<file path="config.mk">
export PLATFORM = sky130hd
export DESIGN_NAME = vga_timing_gen
export DESIGN_NICKNAME = d
export VERILOG_FILES = /design/src/rtl/vga_timing_gen.sv
export SDC_FILE = /design/constraint.sdc
export NUM_CORES = 1
export LEC_CHECK = 0
export BUFFER_PORTS_ARGS = -buffer_cell sky130_fd_sc_hd__clkbuf_2
export CELL_PAD_IN_SITES_DETAIL_PLACEMENT = 2
export CELL_PAD_IN_SITES_GLOBAL_PLACEMENT = 2
export CORE_ASPECT_RATIO = 1.5
export CORE_MARGIN = 2
export CORE_UTILIZATION = 28
export CTS_CLUSTER_DIAMETER = 120
export DETAILED_ROUTE_END_ITERATION = 10
export GPL_TIMING_DRIVEN = 0
export HOLD_SLACK_MARGIN = 0.05
export PLACE_DENSITY = 0.77
export RECOVER_POWER = 50
export SETUP_SLACK_MARGIN = 0.4
export SLEW_MARGIN = 20
export SYNTH_ARGS = -nofsm -noshare
export SYNTH_HDL_FRONTEND = slang
export SYNTH_SLANG_ARGS = --single-unit
export TNS_END_PERCENT = 1
</file>
<file path="constraint.sdc">
create_clock -name vga_clk -period 1.73 [get_ports vga_clk]
set_input_delay 0.346 -clock vga_clk [delete_from_list [all_inputs] [get_ports vga_clk]]
set_output_delay 0.346 -clock vga_clk [all_outputs]
set_load 0.005 [all_outputs]
</file>
<file path="src/rtl/vga_timing_gen.sv">
// VGA raster timing: pixel/line counters, blank/sync decode, and syncs delayed
// to line up with renderer RGB that lands PIPE_DELAY cycles after DrawX/DrawY.
module vga_timing_gen #(
    parameter int H_VISIBLE  = 640,
    parameter int H_FP       = 16,
    parameter int H_SYNC     = 96,
    parameter int H_BP       = 48,
    parameter int V_VISIBLE  = 480,
    parameter int V_FP       = 10,
    parameter int V_SYNC     = 2,
    parameter int V_BP       = 33,
    parameter int PIPE_DELAY = 2
) (
    input  logic       vga_clk,
    input  logic       reset_n,
    output logic [9:0] DrawX,
    output logic [9:0] DrawY,
    output logic       blank,
    output logic       hs,
    output logic       vs,
    output logic       hs_d,
    output logic       vs_d,
    output logic       frame_start,
    output logic [7:0] frame_count
);

    localparam int H_TOTAL = H_VISIBLE + H_FP + H_SYNC + H_BP;
    localparam int V_TOTAL = V_VISIBLE + V_FP + V_SYNC + V_BP;

    localparam logic [9:0] H_LAST   = 10'(H_TOTAL - 1);
    localparam logic [9:0] V_LAST   = 10'(V_TOTAL - 1);
    localparam logic [9:0] H_VIS    = 10'(H_VISIBLE);
    localparam logic [9:0] V_VIS    = 10'(V_VISIBLE);
    localparam logic [9:0] HS_START = 10'(H_VISIBLE + H_FP);
    localparam logic [9:0] HS_END   = 10'(H_VISIBLE + H_FP + H_SYNC - 1);
    localparam logic [9:0] VS_START = 10'(V_VISIBLE + V_FP);
    localparam logic [9:0] VS_END   = 10'(V_VISIBLE + V_FP + V_SYNC - 1);

    logic [9:0]            hc_reg;
    logic [9:0]            vc_reg;
    logic                  running_reg;
    logic [7:0]            frame_count_reg;
    logic [PIPE_DELAY-1:0] hs_pipe_reg;
    logic [PIPE_DELAY-1:0] vs_pipe_reg;

    // The first cycle out of reset only arms running, so (0,0) is shown for a full cycle.
    always_ff @(posedge vga_clk) begin
        if (!reset_n) begin
            hc_reg          <= '0;
            vc_reg          <= '0;
            running_reg     <= 1'b0;
            frame_count_reg <= '0;
        end else begin
            running_reg <= 1'b1;
            if (running_reg) begin
                if (hc_reg == H_LAST) begin
                    hc_reg <= '0;
                    if (vc_reg == V_LAST) begin
                        vc_reg          <= '0;
                        frame_count_reg <= frame_count_reg + 8'd1;
                    end else begin
                        vc_reg <= vc_reg + 10'd1;
                    end
                end else begin
                    hc_reg <= hc_reg + 10'd1;
                end
            end
        end
    end

    always_ff @(posedge vga_clk) begin
        if (!reset_n) begin
            hs_pipe_reg <= '1;
            vs_pipe_reg <= '1;
        end else begin
            hs_pipe_reg[0] <= hs;
            vs_pipe_reg[0] <= vs;
            for (int i = 1; i < PIPE_DELAY; i++) begin
                hs_pipe_reg[i] <= hs_pipe_reg[i-1];
                vs_pipe_reg[i] <= vs_pipe_reg[i-1];
            end
        end
    end

    assign DrawX       = hc_reg;
    assign DrawY       = vc_reg;
    assign blank       = running_reg & (hc_reg < H_VIS) & (vc_reg < V_VIS);
    assign hs          = ~(running_reg & (hc_reg >= HS_START) & (hc_reg <= HS_END));
    assign vs          = ~(running_reg & (vc_reg >= VS_START) & (vc_reg <= VS_END));
    assign frame_start = running_reg & (hc_reg == 10'd0) & (vc_reg == 10'd0);
    assign frame_count = frame_count_reg;
    assign hs_d        = hs_pipe_reg[PIPE_DELAY-1];
    assign vs_d        = vs_pipe_reg[PIPE_DELAY-1];

endmodule

</file>
After elaboration in Yosys (flattened, before gate mapping)
Index checks and enable logic that the tools add are counted.
{"block": "classes", "n_addsub": 3, "bitwise": 10, "reduce_logical": 4, "magnitude_cmp": 6, "mux": 3, "n_eq_ne": 2}
{"cell": "adder 10 x 1 -> 10 bit (second input constant)", "count": 2}
{"cell": "equality test 10 bit (second input constant)", "count": 2}
{"cell": "zero test 10 bit", "count": 2}
{"cell": "2-to-1 mux 10 bit", "count": 2}
{"cell": "greater-or-equal comparator 10 bit (second input constant)", "count": 1}
{"cell": "greater-or-equal comparator 10 x 9 -> 1 bit (second input constant)", "count": 1}
{"cell": "less-or-equal comparator 10 bit (second input constant)", "count": 1}
{"cell": "less-or-equal comparator 10 x 9 -> 1 bit (second input constant)", "count": 1}
{"cell": "< comparator 10 bit (second input constant)", "count": 1}
{"cell": "< comparator 10 x 9 -> 1 bit (second input constant)", "count": 1}
{"cell": "adder 8 x 1 -> 8 bit (second input constant)", "count": 1}
{"cell": "bitwise AND 1 bit", "count": 8}
{"cell": "AND reduction 3 bit", "count": 1}
{"cell": "NOT 1 bit", "count": 2}
{"cell": "AND reduction 2 bit", "count": 1}
{"cell": "2-to-1 mux 1 bit", "count": 1}
{"block": "totals", "word_cells": 34, "output_inout_bits": 34, "reg_bits": 33}

Logic depth before layout (Yosys ltp)
Gate-level depths: netlist (run 1).
{"block": "depth", "depth_word": 4, "depth_mapped": 8, "mapped_depth_nobuf": 6}

Worst setup path after synthesis (run 1)
No wires, ideal clock.
{"block": "synth_timing", "path_type": "register -> register", "start": "reg hc_reg[0], in the netlist DrawX[0]", "end": "reg frame_count_reg[4], in the netlist frame_count[4]", "path_stages_with_launch": 8, "n_path_buf": 2, "setup_time_ns": 0.070, "required_time_ns": 1.660, "path_slack_ns": -0.077, "arrival_time_ns": 1.736, "path_cell_list": "dfxtp_1 ha_1 and4_1 buf_4 nand3_2 buf_6 or4_1 a21oi_1"}
{"block": "synth_between", "elab_chain_cells": 2}
{"item": "start, declared", "line_no": "39", "source": "logic [9:0] hc_reg;"}
{"item": "start signal, assigned", "line_no": "65", "source": "hc_reg <= hc_reg + 10'd1;"}
{"item": "equality test 10 bit", "line_no": "56", "source": "if (hc_reg == H_LAST) begin"}
{"item": "AND reduction 3 bit (no source line)"}
{"item": "end signal, assigned", "line_no": "60", "source": "frame_count_reg <= frame_count_reg + 8'd1;"}
{"item": "end, declared", "line_no": "42", "source": "logic [7:0] frame_count_reg;"}
Every way passes these cells.
A chain may end at the register's enable or synchronous reset.

Worst setup path after layout (run 1)
{"block": "layout_timing", "start": "reg running_reg", "end": "out vs"}
{"block": "layout_between", "elab_chain_cells": 3}
{"item": "start, declared", "line_no": "41", "source": "logic running_reg;"}
{"item": "start signal, assigned", "line_no": "51", "source": "running_reg <= 1'b0;"}
{"item": "start signal, assigned", "line_no": "54", "source": "running_reg <= 1'b1;"}
{"item": "bitwise AND 1 bit (2 in a row)", "line_no": "89", "source": "assign vs = ~(running_reg & (vc_reg >= VS_START) & (vc_reg <= VS_END));"}
{"item": "NOT 1 bit", "line_no": "89"}
{"item": "end, declared", "line_no": "20", "source": "output logic vs,"}
Every way passes these cells.

==> results by group, run 1 <==
Status
  • Status: complete, but fails checks
  • Failing checks: setup timing

Critical path
  • Crit path kind: reg -> out
  • Reg2reg start: DrawX[0]
  • Levels on crit path: 4
  • Max FO, Critical Path: 2
  • Startpoint Class: flip-flop
  • R2R depth: 8
  • Crit. Startpoint: running_reg
  • Crit path buffers/inverters: 2
  • Crit-path leading delay family: simple AND/OR/NAND/NOR gates
  • Reg2reg end: frame_count[2]
  • CP arrival: 1.68 ns
  • CP peak stage delay: 0.45 ns
  • CP required: 1.38 ns
  • Worst path cell trace: buf_6 -> or3b_4 -> or4_4 -> clkbuf_2
  • Slowest cell on the critical path: or4_4
  • Endpoint type of the worst setup path: output port
  • CP endpoint: vs
  • Reg-to-reg setup timing slack: -0.14 ns

Route
  • Vias per cell: 5.29
  • Drt drc: 0
  • Initial DRC count: 27
  • Routed wire per std cell: 17.5 um
  • Via count: 1620
  • DRT Wirelength: 5.36 mm
  • First-pass DRT Iterations: 4
  • Post-DRT Antenna Nets: 0

Floorplanning
  • Initial Util: 28.7%
  • Row Count: 34
  • Die area: 6530 um^2
  • Core area: 5740 um^2
  • Die Width: 66.6 um
  • # IOs: 36
  • Die Y: 98.0 um

STA
  • Minimum clock period: 2.02 ns
  • # setup viols final: 13
  • Fmax: 494 MHz
  • Slew @ Worst Pin: 0.497 ns
  • Max-slew headroom: 66.7%
  • Clock Skew: 0.00382 ns
  • Final hold vios: 0
  • Tcrit/Tclk final: 117%
  • Fin worst setup slack: -0.293 ns
  • Unrepaired setup endpoints after global routing: true
  • Final Max Tran Viols: 0

Synth
  • EDFF count, synth: 0
  • Cells after synthesis: 188
  • #FFs+latches synth: 33
  • Warnings from Yosys: 0
  • Syn_nets: 195
  • Share of synthesized area occupied by flip-flops and latches: 40.1%
  • Avg Inst Size Synth: 8.77 um^2
  • Post-synth top flop: dfxtp_1
  • Syn Std Cell Area: 1650 um^2
  • Synth async-reset ratio: 0%
  • Yosys cell types: 39

Run
  • Max cap viols: 0

Cells and area
  • Fill count: 648
  • P&R area growth vs syn: 33.9%
  • Commonest cells after routing, fill and taps aside: clkbuf_2 (32), dfxtp_1 (23), nor2_1 (16)
  • Commonest non-fill, non-tap cell in the layout: clkbuf_2
  • Layout Nets: 240
  • Area occupied by registers: 686 um^2
  • Ant. Diodes: 0
  • Layout cell share with drive strength beyond 1: 35.9%
  • Multi-input logic area: 1030 um^2

Global routing
  • Largest net degree at the start of global routing: 11
  • Total gr overflow: 0
  • Vias in the first global route: 1728
  • Antenna violations before repair: 0
  • First-pass GRT wire length: 8.76 mm
  • Global Route Usage Sum: 17.2%

CTS
  • Sink Count: 33
  • Clock transition at path regs: 0.07 ns
  • CTS Root Cell: clkbuf_8
  • Max Buffers Root-to-Sink: 2
  • Clock latency on the worst-skew pair: 0.29 ns
  • CTS HTree Levels: 2
  • Cts hold-fix bufs: 0
  • CTS tree: done
  • Num CTS Buffers: 5

Min path
  • Worst min-delay path class: in -> reg

Pwr
  • Pleak: 0.872 nW
  • Peak supply drop: 0.268 mV
  • Pwr Total: 1.47 mW
  • PwrDens: 664 nW/um^2

Placement
  • IO Port Bufs: 35
  • Dpl ws: -0.212 ns
  • DP HPWL: 3.69 mm
  • Gpl congestion: 0.727
per-stage QoR:
step,TNS [ns],hold WS (ns),util [%],std cells,cell area [um^2]
floorplan,0,0.374,-,188,1700
global placement,-1.45,0.391,34.3,295,1970
detailed placement,-2.16,0.395,34.3,295,1970
CTS,-2.09,0.331,37.6,306,2160
global route,-2.88,0.410,38.4,306,2210
finish,-1.26,0.386,38.4,306,2210
cell type report:
| cell class | instances | area share (%) |
|---|---|---|
| Buffer | 9 | 3.74 |
| Clock buffer | 8 | 4.08 |
| Inverter | 7 | 1.19 |
| Multi-Input combinational cell | 139 | 46.5 |
| Sequential cell | 33 | 31.1 |
| Tap cell | 72 | 4.08 |
| Timing Repair Buffer | 38 | 9.35 |
where the power goes:
group	total (mW)	switching (mW)	internal [mW]
logic	0.0742	0.0401	0.0341
registers	0.764	0.00503	0.759
clock network	0.628	0.303	0.325
cell families (layout without fill, tap and decap cells):
| kind of cell | count (synthesis) | count (layout) | share of synthesized area (%) |
|---|---|---|---|
| AO/OA/AOI/OAI | 32 | 32 | 11.3 |
| XOR/XNOR | 12 | 12 | 6.38 |
| adder cells (fa/ha/maj) | 5 | 5 | 3.80 |
| buffers and inverters | 16 | 62 | 5.01 |
| flip-flops | 33 | 33 | 40.1 |
| AND/OR/NAND/NOR | 90 | 90 | 33.4 |
cells in the mapped netlist (2+ instances only):
| library cell | n | area [um^2] |
|---|---|---|
| ha_1 | 5 | 62.6 |
| inv_1 | 7 | 26.3 |
| nand3_1 | 9 | 45.0 |
| dfxtp_1 | 33 | 661 |
| xor2_1 | 8 | 70.1 |
| nor2_1 | 16 | 60.1 |
| clkbuf_1 | 2 | 7.51 |
| nand2_1 | 12 | 45.0 |
| and4_1 | 4 | 35.0 |
| o21ai_0 | 7 | 35.0 |
| o311ai_0 | 2 | 17.5 |
| a21oi_1 | 16 | 80.1 |
| nand4b_1 | 3 | 26.3 |
| or4_1 | 7 | 52.6 |
| or3_1 | 5 | 31.3 |
| or2_2 | 2 | 12.5 |
| and3_1 | 5 | 31.3 |
| buf_2 | 3 | 15.0 |
| nand4_1 | 7 | 43.8 |
| nand2b_1 | 4 | 25.0 |
| nor4_1 | 3 | 18.8 |
| o31ai_1 | 6 | 45.0 |
| xnor2_1 | 4 | 35.0 |
| buf_4 | 3 | 22.5 |
repair_timing:
action,4_1_cts,5_1_grt
pin swaps,9,4
gates resized for setup,28,14
buffers inserted,3,0
endpoints found under the setup margin,31,33
routing by layer:
metal	part of all wire (%)	GRT usage [%]	vias to the layer above
li1	-	-	772
met1	42	20.2	816
met2	54	31.2	27
met3	2.0	2.42	5
met4	1.5	5.49	0
met5	0	0	-
worst min path at each step:
stage	start	to	slack, ns	cells past startpoint
2_1_floorplan	reset_n	running_reg	0.37	0
3_3_place_gp	hs_pipe_reg[0]	hs_pipe_reg[1]	0.39	1
3_5_place_dp	vs_pipe_reg[0]	vs_pipe_reg[1]	0.39	1
4_1_cts	reset_n	running_reg	0.33	1
5_1_grt	reset_n	running_reg	0.41	1
6_report	reset_n	running_reg	0.39	1
Note: power is estimated with default switching activity, not from simulation.
==> run 2: changes to the inputs <==
--- a/config.mk
+++ b/config.mk
@@ -10,12 +10,13 @@
 export CELL_PAD_IN_SITES_GLOBAL_PLACEMENT = 2
 export CORE_ASPECT_RATIO = 1.5
 export CORE_MARGIN = 2
-export CORE_UTILIZATION = 28
+export CORE_UTILIZATION = 30
+export CTS_BUF_LIST = sky130_fd_sc_hd__clkbuf_4 sky130_fd_sc_hd__clkbuf_8
 export CTS_CLUSTER_DIAMETER = 120
 export DETAILED_ROUTE_END_ITERATION = 10
 export GPL_TIMING_DRIVEN = 0
 export HOLD_SLACK_MARGIN = 0.05
-export PLACE_DENSITY = 0.77
+export PLACE_DENSITY = 0.82
 export RECOVER_POWER = 50
 export SETUP_SLACK_MARGIN = 0.4
 export SLEW_MARGIN = 20
==> results by group, run 2 (synthesized netlist as in run 1, its figures left out) <==
Status
  • Status: complete, but fails checks
  • Failing checks: setup timing

STA
  • Fin Setup TNS: -1.67 ns
  • Tcrit/Tclk final: 117%
  • Max-slew headroom: 67.6%
  • Fin Hold WS: 0.402 ns
  • Clock Skew: 0.00475 ns
  • Unrepaired setup endpoints after global routing: true
  • # setup viols final: 14
  • Fin worst setup slack: -0.291 ns
  • Slew @ Worst Pin: 0.487 ns
  • Final hold vios: 0
  • Final Max Tran Viols: 0
  • Minimum clock period: 2.02 ns
  • Fmax: 495 MHz

Route
  • Routed wire per std cell: 17.3 um
  • Drt drc: 0
  • Vias per cell: 5.37
  • First-pass DRT Iterations: 2
  • Initial DRC count: 31
  • Post-DRT Antenna Nets: 0
  • Via count: 1621
  • DRT Wirelength: 5.22 mm

Global routing
  • Global Route Usage Sum: 18.5%
  • GR Util met1: 20.1%
  • Antenna violations before repair: 0
  • Largest net degree at the start of global routing: 11
  • Global routing's busiest layer: met2
  • Total gr overflow: 0
  • Global routing usage on met2: 34.5%
  • Vias in the first global route: 1720
  • First-pass GRT wire length: 8.61 mm
  • Met3 usage: 3.10%

CTS
  • CTS HTree Levels: 2
  • Clock transition at path regs: 0.07 ns
  • Sink Count: 33
  • Num CTS Buffers: 5
  • CTS tree: done
  • Clock latency on the worst-skew pair: 0.28 ns
  • Cts hold-fix bufs: 0
  • Max Buffers Root-to-Sink: 2
  • CTS Root Cell: clkbuf_8

Pwr
  • Pleak: 0.852 nW
  • Peak supply drop: 0.357 mV
  • PwrDens: 672 nW/um^2

Cells and area
  • Commonest non-fill, non-tap cell in the layout: clkbuf_2
  • Final core occ: 40.1%
  • Cell Count, Final, Fillers Out: 302
  • Fill count: 637
  • Layout Nets: 238
  • Commonest cells after routing, fill and taps aside: clkbuf_2 (32), dfxtp_1 (22), nor2_1 (16), a21oi_1 (16), nand2_1 (11)
  • Ant. Diodes: 0
  • P&R area growth vs syn: 30.6%
  • Layout cell share with drive strength beyond 1: 34.9%

Floorplanning
  • Row Count: 33
  • Initial Util: 30.7%
  • # IOs: 36
  • Core area: 5370 um^2
  • Die area: 6110 um^2
  • Die Width: 64.5 um
  • Die Y: 94.8 um

Critical path
  • Crit path kind: reg -> out
  • Endpoint type of the worst setup path: output port
  • CP arrival: 1.68 ns
  • Startpoint Class: flip-flop
  • Max FO, Critical Path: 2
  • CP required: 1.38 ns

Placement
  • Dpl ws: -0.262 ns
  • DP HPWL: 3.79 mm
  • Gpl congestion: 0.747
  • IO Port Bufs: 35
  • Placed cell count: 293

Run
  • Max cap viols: 0

Min path
  • Worst min-delay path class: in -> reg
run 2: final cells by class:
| cell class | instances | area (um^2) | area share (%) |
|---|---|---|---|
| multi-input cells | 139 | 993 | 46.2 |
| plain buffers | 9 | 82.6 | 3.84 |
| well taps | 70 | 87.6 | 4.07 |
| inverters | 7 | 26.3 | 1.22 |
| flip-flops and latches | 33 | 687 | 31.9 |
| repair buffers | 36 | 184 | 8.55 |
| clock buffers | 8 | 91.3 | 4.24 |
run 2: what timing repair did:
item                       CTS  global route
pin swaps                    2             1
setup endpoints to repair   32            34
gates resized for setup     16            19
setup buffers                1             0
run 2: per-stage QoR:
stage | total power [mW] | area, um^2
3_3_place_gp | 0.842 | 1970
5_1_grt | 1.50 | 2150
2_1_floorplan | 0.818 | 1700
3_5_place_dp | 0.843 | 1970
6_report | 1.45 | 2150
4_1_cts | 1.46 | 2100
run 2: path summary, 6_finish.rpt:
path / start / to / slack, ns / depth (start not counted)
worst max-delay path: running_reg / vs / -0.29 / 4
worst min register to register: hs_pipe_reg[0] / hs_pipe_reg[1] / 0.42 / 1
worst min-delay path: reset_n / running_reg / 0.40 / 1
worst max register to register: DrawY[0] / frame_count[4] / -0.20 / 7
run 2: layer usage:
layer	wire length, um	share of wire [%]
met5	0	0
met4	116	2.2
met3	155	3.0
met2	2850	55
met1	2090	40
run 2: critical path, cell delays in order (launching register included):
cell and delay, ns:
dfxtp_2 0.33, buf_6 0.10, or3b_4 0.40, or4_4 0.44
clkbuf_2 0.13
run 2: where the power goes:
group	internal [mW]	switching, mW	total [mW]
combinational	0.0281	0.0361	0.0642
sequential	0.759	0.00767	0.767
clock	0.333	0.283	0.616
==> run 3: changes to the inputs <==
--- a/config.mk
+++ b/config.mk
@@ -11,7 +11,7 @@
 export CORE_ASPECT_RATIO = 1.5
 export CORE_MARGIN = 2
 export CORE_UTILIZATION = 30
-export CTS_BUF_LIST = sky130_fd_sc_hd__clkbuf_4 sky130_fd_sc_hd__clkbuf_8
+export CTS_BUF_LIST = sky130_fd_sc_hd__clkbuf_8
 export CTS_CLUSTER_DIAMETER = 120
 export DETAILED_ROUTE_END_ITERATION = 10
 export GPL_TIMING_DRIVEN = 0
==> results by group, run 3 (synthesized netlist as in run 1, its figures left out) <==
STA
  • Final hold vios: 0
  • Fmax: 490 MHz
  • Final Max Tran Viols: 0
  • # setup viols final: 14
  • Max-slew headroom: 67.4%
  • Slew @ Worst Pin: 0.489 ns
  • Tcrit/Tclk final: 118%
  • Unrepaired setup endpoints after global routing: true
  • Clock Skew: 0.00457 ns
  • Fin worst setup slack: -0.311 ns
  • Minimum clock period: 2.04 ns

Route
  • Post-DRT Antenna Nets: 0
  • Routed wire per std cell: 17.6 um
  • First-pass DRT Iterations: 4
  • Initial DRC count: 27
  • Vias per cell: 5.42
  • DRT Wirelength: 5.33 mm
  • Via count: 1638
  • Drt drc: 0

Placement
  • DP HPWL: 3.79 mm
  • IO Port Bufs: 35
  • Dpl ws: -0.262 ns
  • Gpl congestion: 0.747
  • Cell area after placement: 1970 um^2
  • Placed cell count: 293

Cells and area
  • Ant. Diodes: 0
  • Final core occ: 39.9%
  • Fill count: 634
  • Commonest non-fill, non-tap cell in the layout: clkbuf_2
  • Layout Nets: 238
  • Final Cell Area: 2140 um^2
  • Commonest cells after routing, fill and taps aside: clkbuf_2 (32), dfxtp_1 (19), nor2_1 (16), a21oi_1 (16), nand2_1 (11)
  • Layout cell share with drive strength beyond 1: 34.5%
  • Cell Count, Final, Fillers Out: 302
  • P&R area growth vs syn: 29.8%

CTS
  • Clock transition at path regs: 0.06 ns
  • Max Buffers Root-to-Sink: 2
  • CTS tree: done
  • CTS HTree Levels: 2
  • Clock latency on the worst-skew pair: 0.29 ns
  • Sink Count: 33
  • Num CTS Buffers: 5
  • CTS Root Cell: clkbuf_8

Critical path
  • CP arrival: 1.70 ns
  • Reg-to-reg setup timing slack: -0.19 ns
  • CP required: 1.38 ns
  • Max FO, Critical Path: 2
  • Endpoint type of the worst setup path: output port
  • R2R depth: 7
  • Crit path kind: reg -> out
  • Startpoint Class: flip-flop
  • Reg2reg end: frame_count[4]
  • Reg2reg start: DrawY[0]

Pwr
  • PwrDens: 646 nW/um^2
  • Pleak: 0.847 nW
  • Pwr Total: 1.38 mW
  • Peak supply drop: 0.265 mV

Global routing
  • Vias in the first global route: 1676
  • First-pass GRT wire length: 8.51 mm
  • Antenna violations before repair: 0
  • Global Route Usage Sum: 18.3%
  • Total gr overflow: 0
  • Largest net degree at the start of global routing: 11

Floorplanning
  • Core area: 5370 um^2
  • Die area: 6110 um^2
  • # IOs: 36
  • Initial Util: 30.7%
  • Die Y: 94.8 um
  • Die Width: 64.5 um
  • Row Count: 33

Min path
  • Worst min-delay path class: in -> reg
  • Hold Path Sink: running_reg
  • Hold path depth: 1
  • Worst hold start: reset_n

Status
  • Failing checks: setup timing
  • Status: complete, but fails checks

Run
  • Max cap viols: 0
==> run 3: cell count changes in the layout (fill, tap and decap cells not counted), sizes merged <==
cell / previous run / this run
inv: 7 / 10
clkbuf: 44 / 41
==> run 3: layout make-up <==
type / count / area (um^2) / share of cell area (%)
Buffer: 9 / 78.8 / 3.68
Clock buffer: 5 / 68.8 / 3.22
Clock inverter: 3 / 11.3 / 0.526
Inverter: 7 / 26.3 / 1.23
Multi-Input combinational cell: 139 / 988 / 46.2
Sequential cell: 33 / 691 / 32.3
Tap cell: 70 / 87.6 / 4.09
Timing Repair Buffer: 36 / 188 / 8.77
==> run 3: timing repair <==
item | 4_1_cts | 5_1_grt
pin swaps | 1 | 2
gates cloned | 0 | 0
hold buffers | 0 | 0
gates resized for setup | 15 | 17
setup endpoints to repair | 32 | 34
buffers inserted | 1 | 0
==> run 3: how the worst max path moves through the flow <==
stage	start	end	slack [ns]	cells past startpoint
after floorplan	DrawX[1]	frame_count[2]	0.09	7
after detailed placement	DrawY[0]	frame_count[4]	-0.26	7
after global routing	DrawY[0]	frame_start	-0.39	6
after global placement	DrawY[0]	frame_count[5]	-0.17	7
after CTS	running_reg	vs	-0.30	4
final	running_reg	vs	-0.31	4
==> run 3: worst max-delay path, stage by stage, from the launching register on <==
cell      delay (ns)
dfxtp_2         0.34
buf_6           0.10
or3b_4          0.40
or4_4           0.44
clkbuf_2        0.13
==> run 3: power by group <==
part,internal [mW],switching (mW)
Clock,0.268,0.282
Sequential,0.759,0.00751
Combinational,0.0290,0.0364
==> run 3: stage by stage <==
stage / hold slack, ns / TNS [ns]
6_report: 0.391 / -1.77
3_5_place_dp: 0.405 / -2.71
3_3_place_gp: 0.394 / -1.62
2_1_floorplan: 0.374 / 0
4_1_cts: 0.283 / -1.87
5_1_grt: 0.401 / -4.47
==> run 3: routing by layer <==
metal | part of all wire (%) | vias to the layer above | GRT usage (%)
li1 | - | 772 | -
met1 | 41 | 829 | 20.8
met3 | 3.2 | 7 | 3.10
met2 | 54 | 30 | 33.7
met5 | 0 | - | 0
met4 | 1.7 | 0 | 6.91
